===== src/rtl/uart_tx_fifo_drain_pkg.sv =====
// -----------------------------------------------------------------------------
// uart_tx_fifo_drain_pkg
// Shared definitions for the UART transmit FIFO drain: transmitter FSM state
// encoding and the default bit timing / FIFO data width.
// The PARITY state is always present in the encoding. It is only reachable
// when the top level is built with UART_TX_PARITY_EN defined.
// -----------------------------------------------------------------------------
package uart_tx_fifo_drain_pkg;

  // Default number of baud_tick pulses per serial bit (16x oversampled baud).
  localparam int unsigned DEF_TICKS_PER_BIT = 16;
  // Default FIFO data width; 7-bit frames use the low DATA_WIDTH-1 bits.
  localparam int unsigned DEF_DATA_WIDTH    = 8;

  typedef enum logic [2:0] {
    ST_IDLE   = 3'd0,
    ST_START  = 3'd1,
    ST_DATA   = 3'd2,
    ST_PARITY = 3'd3,
    ST_STOP   = 3'd4
  } tx_state_e;

endpackage


===== src/rtl/uart_tx_fifo_drain_bit_timer.sv =====
// -----------------------------------------------------------------------------
// uart_tx_bit_timer
// Counts baud_tick pulses within one serial bit. It flags the tick that ends
// the bit, which is the tick on which the counter wraps from
// TICKS_PER_BIT-1 back to 0.
// Ports:
//   clock     in  system clock
//   reset_n   in  asynchronous active-low reset
//   baud_tick in  one-clock enable at 16x baud
//   clear     in  hold the counter at 0 (transmitter idle)
//   bit_end   out high on the baud_tick that completes the current bit
// -----------------------------------------------------------------------------
module uart_tx_bit_timer
  import uart_tx_fifo_drain_pkg::*;
#(
  parameter int unsigned TICKS_PER_BIT = DEF_TICKS_PER_BIT
) (
  input  logic clock,
  input  logic reset_n,
  input  logic baud_tick,
  input  logic clear,
  output logic bit_end
);

  localparam int unsigned CW = (TICKS_PER_BIT > 1) ? $clog2(TICKS_PER_BIT) : 1;
  localparam logic [CW-1:0] LAST = CW'(TICKS_PER_BIT - 1);

  logic [CW-1:0] cnt_q, cnt_d;

  always_comb begin
    cnt_d = cnt_q;
    if (clear) begin
      cnt_d = '0;
    end else if (baud_tick) begin
      cnt_d = (cnt_q == LAST) ? '0 : cnt_q + CW'(1);
    end
  end

  assign bit_end = baud_tick && !clear && (cnt_q == LAST);

  always_ff @(posedge clock or negedge reset_n) begin
    if (!reset_n) begin
      cnt_q <= '0;
    end else begin
      cnt_q <= cnt_d;
    end
  end

endmodule


===== src/rtl/uart_tx_fifo_drain.sv =====
// -----------------------------------------------------------------------------
// uart_tx_fifo_drain
// Transmit-side consumer of the UART TX FIFO. It pops bytes through the
// FIFO's active-low read strobe into a one-byte holding register, then
// serialises each byte onto tx. A frame is a start bit, 7 or 8 data bits sent
// LSB first, an optional parity bit and one stop bit. The holding register is
// refilled while a frame is on the line, so consecutive frames are sent
// back-to-back.
//
// Build option: define UART_TX_PARITY_EN to include the PARITY state. Without
// it, parity_en and odd_n_even are accepted but ignored, and frames never
// carry a parity bit.
//
// Ports:
//   clock        in   system clock, all logic on posedge
//   reset_n      in   asynchronous active-low reset
//   baud_tick    in   one-clock enable at 16x baud
//   fifo_empty   in   FIFO empty flag
//   fifo_data    in   FIFO registered read data (valid 2 clocks after strobe)
//   fifo_read_n  out  FIFO read strobe, active low, one clock per byte
//   bit8         in   1 = 8 data bits, 0 = 7 data bits
//   parity_en    in   1 = append parity bit (UART_TX_PARITY_EN builds only)
//   odd_n_even   in   1 = odd parity, 0 = even
//   tx           out  serial output, idle high
//   tx_busy      out  high from first START tick through end of STOP
//   tx_done      out  one-clock pulse after a STOP bit completes
// -----------------------------------------------------------------------------
module uart_tx_fifo_drain
  import uart_tx_fifo_drain_pkg::*;
#(
  parameter int unsigned TICKS_PER_BIT = DEF_TICKS_PER_BIT,
  parameter int unsigned DATA_WIDTH    = DEF_DATA_WIDTH
) (
  input  logic                  clock,
  input  logic                  reset_n,
  input  logic                  baud_tick,
  input  logic                  fifo_empty,
  input  logic [DATA_WIDTH-1:0] fifo_data,
  output logic                  fifo_read_n,
  input  logic                  bit8,
  input  logic                  parity_en,
  input  logic                  odd_n_even,
  output logic                  tx,
  output logic                  tx_busy,
  output logic                  tx_done
);

  localparam int unsigned IW = $clog2(DATA_WIDTH);
  localparam logic [IW-1:0] LAST_IDX_FULL  = IW'(DATA_WIDTH - 1);
  localparam logic [IW-1:0] LAST_IDX_SHORT = IW'(DATA_WIDTH - 2);

  tx_state_e             state_q, state_d;
  logic                  rd_n_q, rd_n_d;
  logic [1:0]            pipe_q, pipe_d;
  logic [DATA_WIDTH-1:0] hold_q, hold_d;
  logic                  hold_valid_q, hold_valid_d;
  logic [DATA_WIDTH-1:0] shift_q, shift_d;
  logic [IW-1:0]         bit_idx_q, bit_idx_d;
  logic [IW-1:0]         last_idx_q, last_idx_d;
  logic                  done_q, done_d;
  logic                  bit_end;
  logic                  load;

`ifdef UART_TX_PARITY_EN
  logic                  par_en_q, par_en_d;
  logic                  par_bit_q, par_bit_d;
  logic [DATA_WIDTH-1:0] par_mask;
`else
  logic                  unused_cfg;
  assign unused_cfg = parity_en ^ odd_n_even;
`endif

  // Bit timing: the counter is held at 0 while idle. The START bit therefore
  // lasts exactly TICKS_PER_BIT ticks after the loading tick.
  uart_tx_bit_timer #(
    .TICKS_PER_BIT(TICKS_PER_BIT)
  ) u_bit_timer (
    .clock    (clock),
    .reset_n  (reset_n),
    .baud_tick(baud_tick),
    .clear    (state_q == ST_IDLE),
    .bit_end  (bit_end)
  );

  // Fetch pipe. pipe_q[0] marks C1 and pipe_q[1] marks C2 after a strobe.
  // While a strobe is in flight, or while hold is full, no new strobe is
  // issued. This also covers the FIFO's lag in updating its empty flag.
  always_comb begin
    pipe_d       = {pipe_q[0], ~rd_n_q};
    rd_n_d       = ~(~hold_valid_q & ~fifo_empty & rd_n_q & ~(|pipe_q));
    hold_d       = hold_q;
    hold_valid_d = hold_valid_q;
    if (pipe_q[1]) begin
      hold_d       = fifo_data;
      hold_valid_d = 1'b1;
    end
    // A capture and a load cannot coincide: a strobe is only issued while
    // hold is empty, and a load needs hold to be full.
    if (load) begin
      hold_valid_d = 1'b0;
    end
  end

  // Transmitter FSM. Frame format settings are latched at load so that
  // changes made mid-frame only affect the next frame.
  always_comb begin
    state_d    = state_q;
    shift_d    = shift_q;
    bit_idx_d  = bit_idx_q;
    last_idx_d = last_idx_q;
    done_d     = 1'b0;
    load       = 1'b0;
`ifdef UART_TX_PARITY_EN
    par_en_d   = par_en_q;
    par_bit_d  = par_bit_q;
    par_mask   = '1;
    if (!bit8) begin
      par_mask[DATA_WIDTH-1] = 1'b0;
    end
`endif

    unique case (state_q)
      ST_IDLE: begin
        if (baud_tick && hold_valid_q) begin
          load = 1'b1;
        end
      end
      ST_START: begin
        if (bit_end) begin
          state_d   = ST_DATA;
          bit_idx_d = '0;
        end
      end
      ST_DATA: begin
        if (bit_end) begin
          shift_d = shift_q >> 1;
          if (bit_idx_q == last_idx_q) begin
`ifdef UART_TX_PARITY_EN
            state_d = par_en_q ? ST_PARITY : ST_STOP;
`else
            state_d = ST_STOP;
`endif
          end else begin
            bit_idx_d = bit_idx_q + IW'(1);
          end
        end
      end
`ifdef UART_TX_PARITY_EN
      ST_PARITY: begin
        if (bit_end) begin
          state_d = ST_STOP;
        end
      end
`endif
      ST_STOP: begin
        if (bit_end) begin
          done_d = 1'b1;
          // With a byte already held, the next START begins on this same
          // tick, so no idle bit appears between frames.
          if (hold_valid_q) begin
            load = 1'b1;
          end else begin
            state_d = ST_IDLE;
          end
        end
      end
      default: begin
        state_d = ST_IDLE;
      end
    endcase

    if (load) begin
      state_d    = ST_START;
      shift_d    = hold_q;
      bit_idx_d  = '0;
      last_idx_d = bit8 ? LAST_IDX_FULL : LAST_IDX_SHORT;
`ifdef UART_TX_PARITY_EN
      par_en_d   = parity_en;
      par_bit_d  = (^(hold_q & par_mask)) ^ odd_n_even;
`endif
    end
  end

  // tx decodes registered state only, so an asynchronous reset returns the
  // line high immediately.
  always_comb begin
    tx = 1'b1;
    unique case (state_q)
      ST_START:  tx = 1'b0;
      ST_DATA:   tx = shift_q[0];
`ifdef UART_TX_PARITY_EN
      ST_PARITY: tx = par_bit_q;
`endif
      default:   tx = 1'b1;
    endcase
  end

  assign tx_busy     = (state_q != ST_IDLE);
  assign tx_done     = done_q;
  assign fifo_read_n = rd_n_q;

  always_ff @(posedge clock or negedge reset_n) begin
    if (!reset_n) begin
      state_q      <= ST_IDLE;
      rd_n_q       <= 1'b1;
      pipe_q       <= '0;
      hold_q       <= '0;
      hold_valid_q <= 1'b0;
      shift_q      <= '0;
      bit_idx_q    <= '0;
      last_idx_q   <= '0;
      done_q       <= 1'b0;
    end else begin
      state_q      <= state_d;
      rd_n_q       <= rd_n_d;
      pipe_q       <= pipe_d;
      hold_q       <= hold_d;
      hold_valid_q <= hold_valid_d;
      shift_q      <= shift_d;
      bit_idx_q    <= bit_idx_d;
      last_idx_q   <= last_idx_d;
      done_q       <= done_d;
    end
  end

`ifdef UART_TX_PARITY_EN
  always_ff @(posedge clock or negedge reset_n) begin
    if (!reset_n) begin
      par_en_q  <= 1'b0;
      par_bit_q <= 1'b0;
    end else begin
      par_en_q  <= par_en_d;
      par_bit_q <= par_bit_d;
    end
  end
`endif

endmodule


===== config.mk =====
export PLATFORM = sky130hd
export DESIGN_NAME = uart_tx_fifo_drain
export DESIGN_NICKNAME = d
export VERILOG_FILES = /design/src/rtl/uart_tx_fifo_drain_pkg.sv /design/src/rtl/uart_tx_fifo_drain_bit_timer.sv /design/src/rtl/uart_tx_fifo_drain.sv
export SDC_FILE = /design/constraint.sdc
export NUM_CORES = 1
export LEC_CHECK = 0
export ABC_AREA = 1
export CORE_ASPECT_RATIO = 1.2
export CORE_MARGIN = 1
export CORE_UTILIZATION = 45
export DETAILED_ROUTE_END_ITERATION = 10
export PLACE_DENSITY = 0.71
export SYNTH_ARGS = -nofsm -noshare
export SYNTH_HDL_FRONTEND = slang
export SYNTH_SLANG_ARGS = --single-unit

===== constraint.sdc =====
create_clock -name clock -period 1.7 [get_ports clock]
set_clock_uncertainty 0.05 [all_clocks]
set_input_delay 0.51 -clock clock [delete_from_list [all_inputs] [get_ports clock]]
set_output_delay 0.51 -clock clock [all_outputs]
set_load 0.1 [all_outputs]

Word level (Yosys, flattened, before mapping)
Cells that the tools add are included.

operators by class
  add/sub/neg operators = 2
  eq/ne operators = 12
  muxes and demuxes = 28
  bitwise logic cells = 8
  reductions and logical operators = 15

operators by type and width
  cell                   number
  $mux W3                10
  $mux W8                3
  $ne A3 B3 Y1 const B   6
  $mux W4                3
  $pmux W3 S4            1
  $mux W1                8
  $reduce_bool A2 Y1     4
  $pmux W3 S2            1
  $reduce_and A6 Y1      1
  $reduce_bool A3 Y1     2
  $not A1 Y1             5
  $add A4 B1 Y4 const B  1
  $eq A4 B4 Y1 const B   1
  $pmux W1 S2            2
  $reduce_and A4 Y1      1
  $add A3 B1 Y3 const B  1
  $and A1 B1 Y1          3
  $eq A3 B1 Y1 const B   1
  $eq A3 B2 Y1 const B   1
  $eq A3 B3 Y1           1
  $eq A3 B3 Y1 const B   1
  $logic_and A1 B1 Y1    3
  $logic_not A3 Y1       1
  $ne A2 B2 Y1 const B   1
  other kinds (3)        3

word-level totals
  flip-flop bits (word level) = 34
  input bits = 15
  output and inout bits = 4
  logic and storage cells = 75

Depth between registers and ports, before layout
Gate-level depths: netlist of the first run.

  depth after elaboration = 8
  mapped depth = 10
  mapped depth without buffers = 10

By module
Synthesis of the first run repeated with hierarchy kept, for this count alone.

unflattened totals
  cells, all modules = 179
  area, all modules = 1585.3 µm²

by module, submodules not included
  module              times used  cells each  area each (µm²)  sequential area each (µm²)
  uart_tx_fifo_drain  1           151         1355.0           726.9
  uart_tx_bit_timer   1           28          230.2            100.1

Worst setup path after synthesis of the first run
No wires, ideal clock.

  path kind = register to output
  start point = register state_q[2]
  end point = output tx
  arrival time = 1476 ps
  required time = 1140 ps
  slack = -336 ps
  cell stages (with the launch flop) = 6
  path buffers = 0
  cell sequence = dfrtp_1 -> inv_2 -> nand3_1 -> inv_2 -> nand2_1 -> nand2_1

on the way
  cells in the longest elaborated chain, start to end = 2
  elaborated cells between the ends (all ways) = 3
  classes of those cells = 2 x eq/ne; 1 x mux

RTL lines
  item                                          line                       text
  from (decl)                                   uart_tx_fifo_drain.sv:52   tx_state_e state_q, state_d;
  from (signal assigned)                        uart_tx_fifo_drain.sv:214  state_q <= state_d;
  $eq A3 B2 Y1 or $eq A3 B1 Y1 (tied branches)  uart_tx_fifo_drain.sv:188  unique case (state_q)
  $pmux W1 S2 *                                 uart_tx_fifo_drain.sv:188
  to (decl)                                     uart_tx_fifo_drain.sv:43   output logic tx,

Mark *: on every way between the ends. The rest lies on a longest branch, timed or not.

Worst setup path in the final report of the first run
Ends and elaborated chain as after synthesis.

==> results of run 1 <==
## flip-flops by register name (all words and copies together) (netlist names)
signal	count
bit_idx_q	3
pipe_q	2
hold_valid_q	1
last_idx_q	2
fifo_read_n	1
tx_done	1
hold_q	8
u_bit_timer.cnt_q	4
state_q	3
shift_q	8
## cell families after synthesis
logic type / after synthesis
AND/OR/NAND/NOR: 99
flip-flops: 33
buffers and inverters: 27
AO/OA/AOI/OAI: 20
XOR/XNOR: 3
adder cells (fa/ha/maj): 2
## Yosys cell counts, drive strengths merged
master	number	area, um^2
a21oi	3	18.8
a22oi	1	7.51
a31oi	5	31.3
and3	1	6.26
buf	2	22.5
clkbuf	1	3.75
dfrtp	32	801
dfstp	1	26.3
ha	2	25.0
inv	24	90.1
nand2	64	285
nand3	17	95.1
nand3b	2	15.0
nand4	2	18.8
nor2	11	63.8
nor3	2	10.0
o211ai	3	32.5
o21a	1	7.51
o21ai	7	38.8
xor2	3	26.3
## metal layers
metal / global-route usage [%] / vias up
met5: 0 / -
met4: 10.1 / 0
met3: 4.54 / 13
met2: 37.2 / 36
met1: 20.6 / 694
li1: - / 677
## area by class of cell
type                    count  area, um^2  area share, %
inverters                  24        95.1           3.99
flip-flops and latches     33         828           34.7
multi-input cells         125         885           37.1
clock inverters             1        5.00          0.210
well taps                  37        46.3           1.94
repair buffers             40         429           18.0
clock buffers               7        96.3           4.04
## power breakdown
part	switching [W]	leakage (nW)	internal [W]
sequential	0.000259	0.409	0.00109
clock	0.000291	0.0542	0.000366
combinational	0.00134	0.753	0.00102
total	0.00189	1.22	0.00248
## path summary, 6_finish.rpt
check,endpoint,slack (ns),cells after the start
max,tx,-0.13,6
min,pipe_q[1]$_DFF_PN0_,0.34,0
max reg2reg,shift_q[0]$_DFFE_PN0P_,-0.05,11
min reg2reg,pipe_q[1]$_DFF_PN0_,0.34,0
max in group asynchronous,fifo_read_n$_DFF_PN1_,0.82,2
min in group asynchronous,state_q[0]$_DFFE_PN0P_,0.54,2
## stage by stage
step	power [W]	area, um^2	TNS, ns
after detailed placement	0.00304	1960	-4.08
after global placement	0.00296	1960	-3.54
after floorplan	0.00248	1630	0
after CTS	0.00386	2140	-0.171
final	0.00436	2380	-0.378
after global routing	0.00461	2380	-1.38
## what timing repair did
action | CTS | global route
resized for setup | 8 | 34
setup buffers | 7 | 5
pin swaps | 3 | 3
endpoints found under the setup margin | 3 | 16
gates cloned | 0 | 2
==> flow_summary.json, run 1 <==
{
  "status": "complete, but fails checks",
  "violations": "DRC, setup timing",
  "syn_area_per_cell_um2": 8.83,
  "ios": 19,
  "finalWorstSetupSlack_ns": -0.127,
  "num-fill-cells": 247,
  "final_cell_mix": "48 x nand2_1, 31 x dfrtp_1, 19 x buf_4",
  "powerDensity_nw_per_um2": 1830,
  "final_util_pct": 70.2,
  "dp_slack_ns": -0.300,
  "grt.total_usage_pct": 19.7,
  "crit_type": "reg -> out",
  "holdBufCountCts": 0,
  "p_leak_nw": 1.22,
  "row_count": 23,
  "cts-root-buf": "clkbuf_8",
  "period_needed_ns": 1.83,
  "drive_gt1_share_pct": 37.0,
  "wl_mm": 3.80,
  "fmax_ghz": 0.547,
  "syn_to_final_growth_pct": 46.7,
  "synthMuxAreaShare_pct": 0,
  "initialDrtViolationCount": 53,
  "clk_pin_slew_worst_paths_ns": 0.07,
  "port-buffer-count": 16,
  "slew_violations": 0,
  "hold_slack_ns": 0.338,
  "setup_violations": 10,
  "finalCritPeriodShare_pct": 107,
  "r2r_start": "state_q[0]$_DFFE_PN0P_",
  "clkLatencyLatePin_ns": 0.29,
  "grt_pass1_wl_mm": 5.64,
  "cts_made_buffers": 5,
  "drc": 2,
  "final_hold_viol_count": 0,
  "synth_top_family_by_area": "simple AND/OR/NAND/NOR gates",
  "drtAntennaViolNets": 0,
  "synthSimpleGateAreaFrac_pct": 30.4,
  "worstPathCellList": "inv_2 > nand3_4 > inv_4 > nand2_4 > nand2_4 > buf_12",
  "wl_met2_mm": 2.08,
  "synth_compound_area_share_pct": 8.39,
  "critPathTopFamily": "flip-flops",
  "placed_cells": 245,
  "final_common_cell": "nand2_1",
  "worstPathArrival_ns": 1.27,
  "cp.required_ns": 1.14,
  "gp_congestion": 0.850,
  "cts_tree": "built",
  "cts_max_path_buffers": 2,
  "dp_hpwl_mm": 2.26,
  "yosys_warnings": 0,
  "rsz0062_at_grt": "true",
  "crit_path_top_delay_cell": "dfrtp_1",
  "route.met3.wl_um": 142,
  "coreArea_um2": 3400,
  "cpMostUsedCell": "nand2_4",
  "worst-path-max-fanout": 4,
  "worst_setup_path_end_kind": "primary output",
  "h-tree-depth": 2,
  "chipWidth_um": 56.9,
  "antenna_found_initial": 0,
  "critPathBufInv": 3,
  "drt-met1-wl_mm": 1.45,
  "ys_ff_latch": 33,
  "synth_cell_types": 30,
  "synth_xor_area_share_pct": 1.62,
  "diodes": 0,
  "die-area_um2": 3860,
  "slowest_delay_ns": 0.39,
  "gr-total-overflow": 0,
  "vdd_ir_drop_max_uv": 838,
  "die_h_um": 67.8,
  "cp-startpoint": "state_q[2]$_DFFE_PN0P_",
  "seq_area_frac_synth_pct": 50.9,
  "cp-start-kind": "flip-flop",
  "fin_nets": 246,
  "maxSlewHeadroom_pct": 74.2,
  "stdcell_count": 267,
  "synthAdderAreaFrac_pct": 1.54,
  "synthCells": 184,
  "vias_per_cell": 5.32,
  "cap_violations": 0,
  "synthesis.area_um2": 1630,
  "synth_fp_nets": 201,
  "grt_pass1_vias": 1332,
  "cts_sinks": 33,
  "worst_pin_slew_ns": 0.387,
  "dr_total_vias": 1420,
  "initial_core_util_pct": 47.9,
  "hold_class": "reg -> reg",
  "grt_max_degree": 34,
  "hp-start": "pipe_q[0]$_DFF_PN0_",
  "wl_per_cell_um": 14.2,
  "drt-pass1-iter-count": 7,
  "top_layer": "met4"
}
(Power assumes the default switching activity.)
==> inputs of run 2 (changes only) <==
- CORE_ASPECT_RATIO: 1.2 -> 0.5
==> run 2 against run 1 <==
  * The flow finishes with violations (setup timing)
  * Maximum frequency shrank 0.15%
  * Core utilization decreased by 3.0 points
  * Via count fell by 9.2%
  * Die area is 0.35% higher
  * Setup slack got worse by 0.0027 ns
  * Hold slack improved by 0.017 ns
  * Power is 15% lower
  * Non-clock buffer count shrank 6
  * Critical endpoint unchanged
==> flow_summary.json, run 2 (synthesis results as in run 1) <==
{
  "drtAntennaViolNets": 0,
  "diodes": 0,
  "row_count": 14,
  "cts_tree": "built",
  "hold_depth": 0,
  "ios": 19,
  "vdd_ir_drop_max_uv": 780,
  "vias_per_cell": 4.76,
  "status": "complete, but fails checks",
  "p_leak_nw": 1.13,
  "fin_nets": 239,
  "worstPathArrival_ns": 1.27,
  "powerDensity_nw_per_um2": 1720,
  "slew_violations": 0,
  "wl_per_cell_um": 11.5,
  "top_regs": "hold_q (8), shift_q (8), u_bit_timer.cnt_q (4)",
  "final_hold_viol_count": 0,
  "wl_mm": 3.12,
  "tns_ns": -0.209,
  "setup_violations": 2,
  "drt-pass1-iter-count": 6,
  "clk_pin_slew_worst_paths_ns": 0.07,
  "rsz0062_at_grt": "true",
  "grt_pass1_wl_mm": 5.31,
  "grt_pass1_vias": 1219,
  "worst_pin_slew_ns": 0.392,
  "die_h_um": 44.5,
  "syn_to_final_growth_pct": 32.6,
  "h-tree-depth": 2,
  "clkLatencyLatePin_ns": 0.28,
  "holdBufCountCts": 0,
  "cts_made_buffers": 5,
  "worst_setup_path_end_kind": "primary output",
  "final_cell_mix": "53 x nand2_1, 31 x dfrtp_1, 18 x inv_1",
  "dp_slack_ns": -0.288,
  "gp_congestion": 0.757,
  "grt_max_degree": 20,
  "dr_total_vias": 1289,
  "cp-start-kind": "flip-flop",
  "coreArea_um2": 3210,
  "finalWorstSetupSlack_ns": -0.130,
  "final_util_pct": 67.3,
  "cp.required_ns": 1.14,
  "hold_class": "reg -> reg",
  "cts-root-buf": "clkbuf_8",
  "period_needed_ns": 1.83,
  "gr-total-overflow": 0,
  "drive_gt1_share_pct": 27.4,
  "crit_type": "reg -> out",
  "chipWidth_um": 87.0,
  "die-area_um2": 3870,
  "r2r_cells": 10,
  "drc": 0,
  "initial_core_util_pct": 50.7,
  "maxSlewHeadroom_pct": 73.9,
  "antenna_found_initial": 0,
  "cts_sinks": 33,
  "fmax_ghz": 0.546,
  "worst-path-max-fanout": 3,
  "cts_max_path_buffers": 2,
  "grt.total_usage_pct": 18.5,
  "initialDrtViolationCount": 47,
  "finalCritPeriodShare_pct": 108,
  "dp_hpwl_mm": 2.17,
  "port-buffer-count": 16,
  "final_common_cell": "nand2_1",
  "cap_violations": 0,
  "violations": "setup timing"
}
run 2: changes by cell type in the layout (fill, tap and decap cells not counted), moves of 2 or more:
cell      previous run  this run
nor2_1               3         8
nand2_1             48        53
clkbuf_8             7         5
nand2_4              9         5
nand3_4              4         1
nand3_1             11        13
nor2_4               7         3
a31oi_1              1         5
a31oi_4              4         0
nand2_2              7         5
inv_4                2         0
buf_6                2         0
buf_4               19        16
run 2: final cells by class:
cell class / instances / area [um^2]
Multi-Input combinational cell: 124 / 732
Sequential cell: 33 / 828
Inverter: 24 / 90.1
Clock inverter: 2 / 10.0
Clock buffer: 6 / 72.6
Fill cell: 252 / 1050
Tap cell: 48 / 60.1
Timing Repair Buffer: 34 / 363
run 2: timing repair:
action | 4_1_cts | 5_1_grt
gates resized for setup | 4 | 6
pin swaps | 1 | 4
endpoints found under the setup margin | 2 | 15
setup buffers | 1 | 4
run 2: worst paths after layout:
kind,startpoint,end,slack (ns)
hold / removal,pipe_q[0]$_DFF_PN0_,pipe_q[1]$_DFF_PN0_,0.35
hold reg to reg,pipe_q[0]$_DFF_PN0_,pipe_q[1]$_DFF_PN0_,0.35
setup reg to reg,u_bit_timer.cnt_q[0]$_DFFE_PN0P_,shift_q[3]$_DFFE_PN0P_,0.11
max in group asynchronous,reset_n,fifo_read_n$_DFF_PN1_,0.69
min in group asynchronous,reset_n,hold_q[2]$_DFFE_PN0P_,0.43
setup / recovery,state_q[0]$_DFFE_PN0P_,tx,-0.13
run 2: metrics by stage:
stage	total power [W]	instance area (um^2)	std cells	hold WS (ns)
2_1_floorplan	0.00248	1630	184	0.164
3_3_place_gp	0.00297	1990	258	0.328
3_5_place_dp	0.00302	1990	258	0.338
4_1_cts	0.00363	2090	267	0.355
5_1_grt	0.00395	2160	271	0.369
6_report	0.00371	2160	271	0.355
run 2: metal layers:
layer,wire length [um],up-vias,global-route usage [%]
met5,0,-,0
met3,111,5,5.04
met4,54,0,10.3
met1,1510,599,23.4
met2,1440,21,29.8
li1,-,664,-
run 2: critical path: stages (launching register included):
cell	delay [ns]
dfrtp_1	0.43
inv_1	0.09
nand3_2	0.10
inv_2	0.08
nand2_2	0.06
nand2_4	0.06
buf_12	0.16
run 2: report_power, final:
group	internal [W]	switching (W)
combinational	0.000733	0.00109
sequential	0.00109	0.000222
clock	0.000283	0.000286
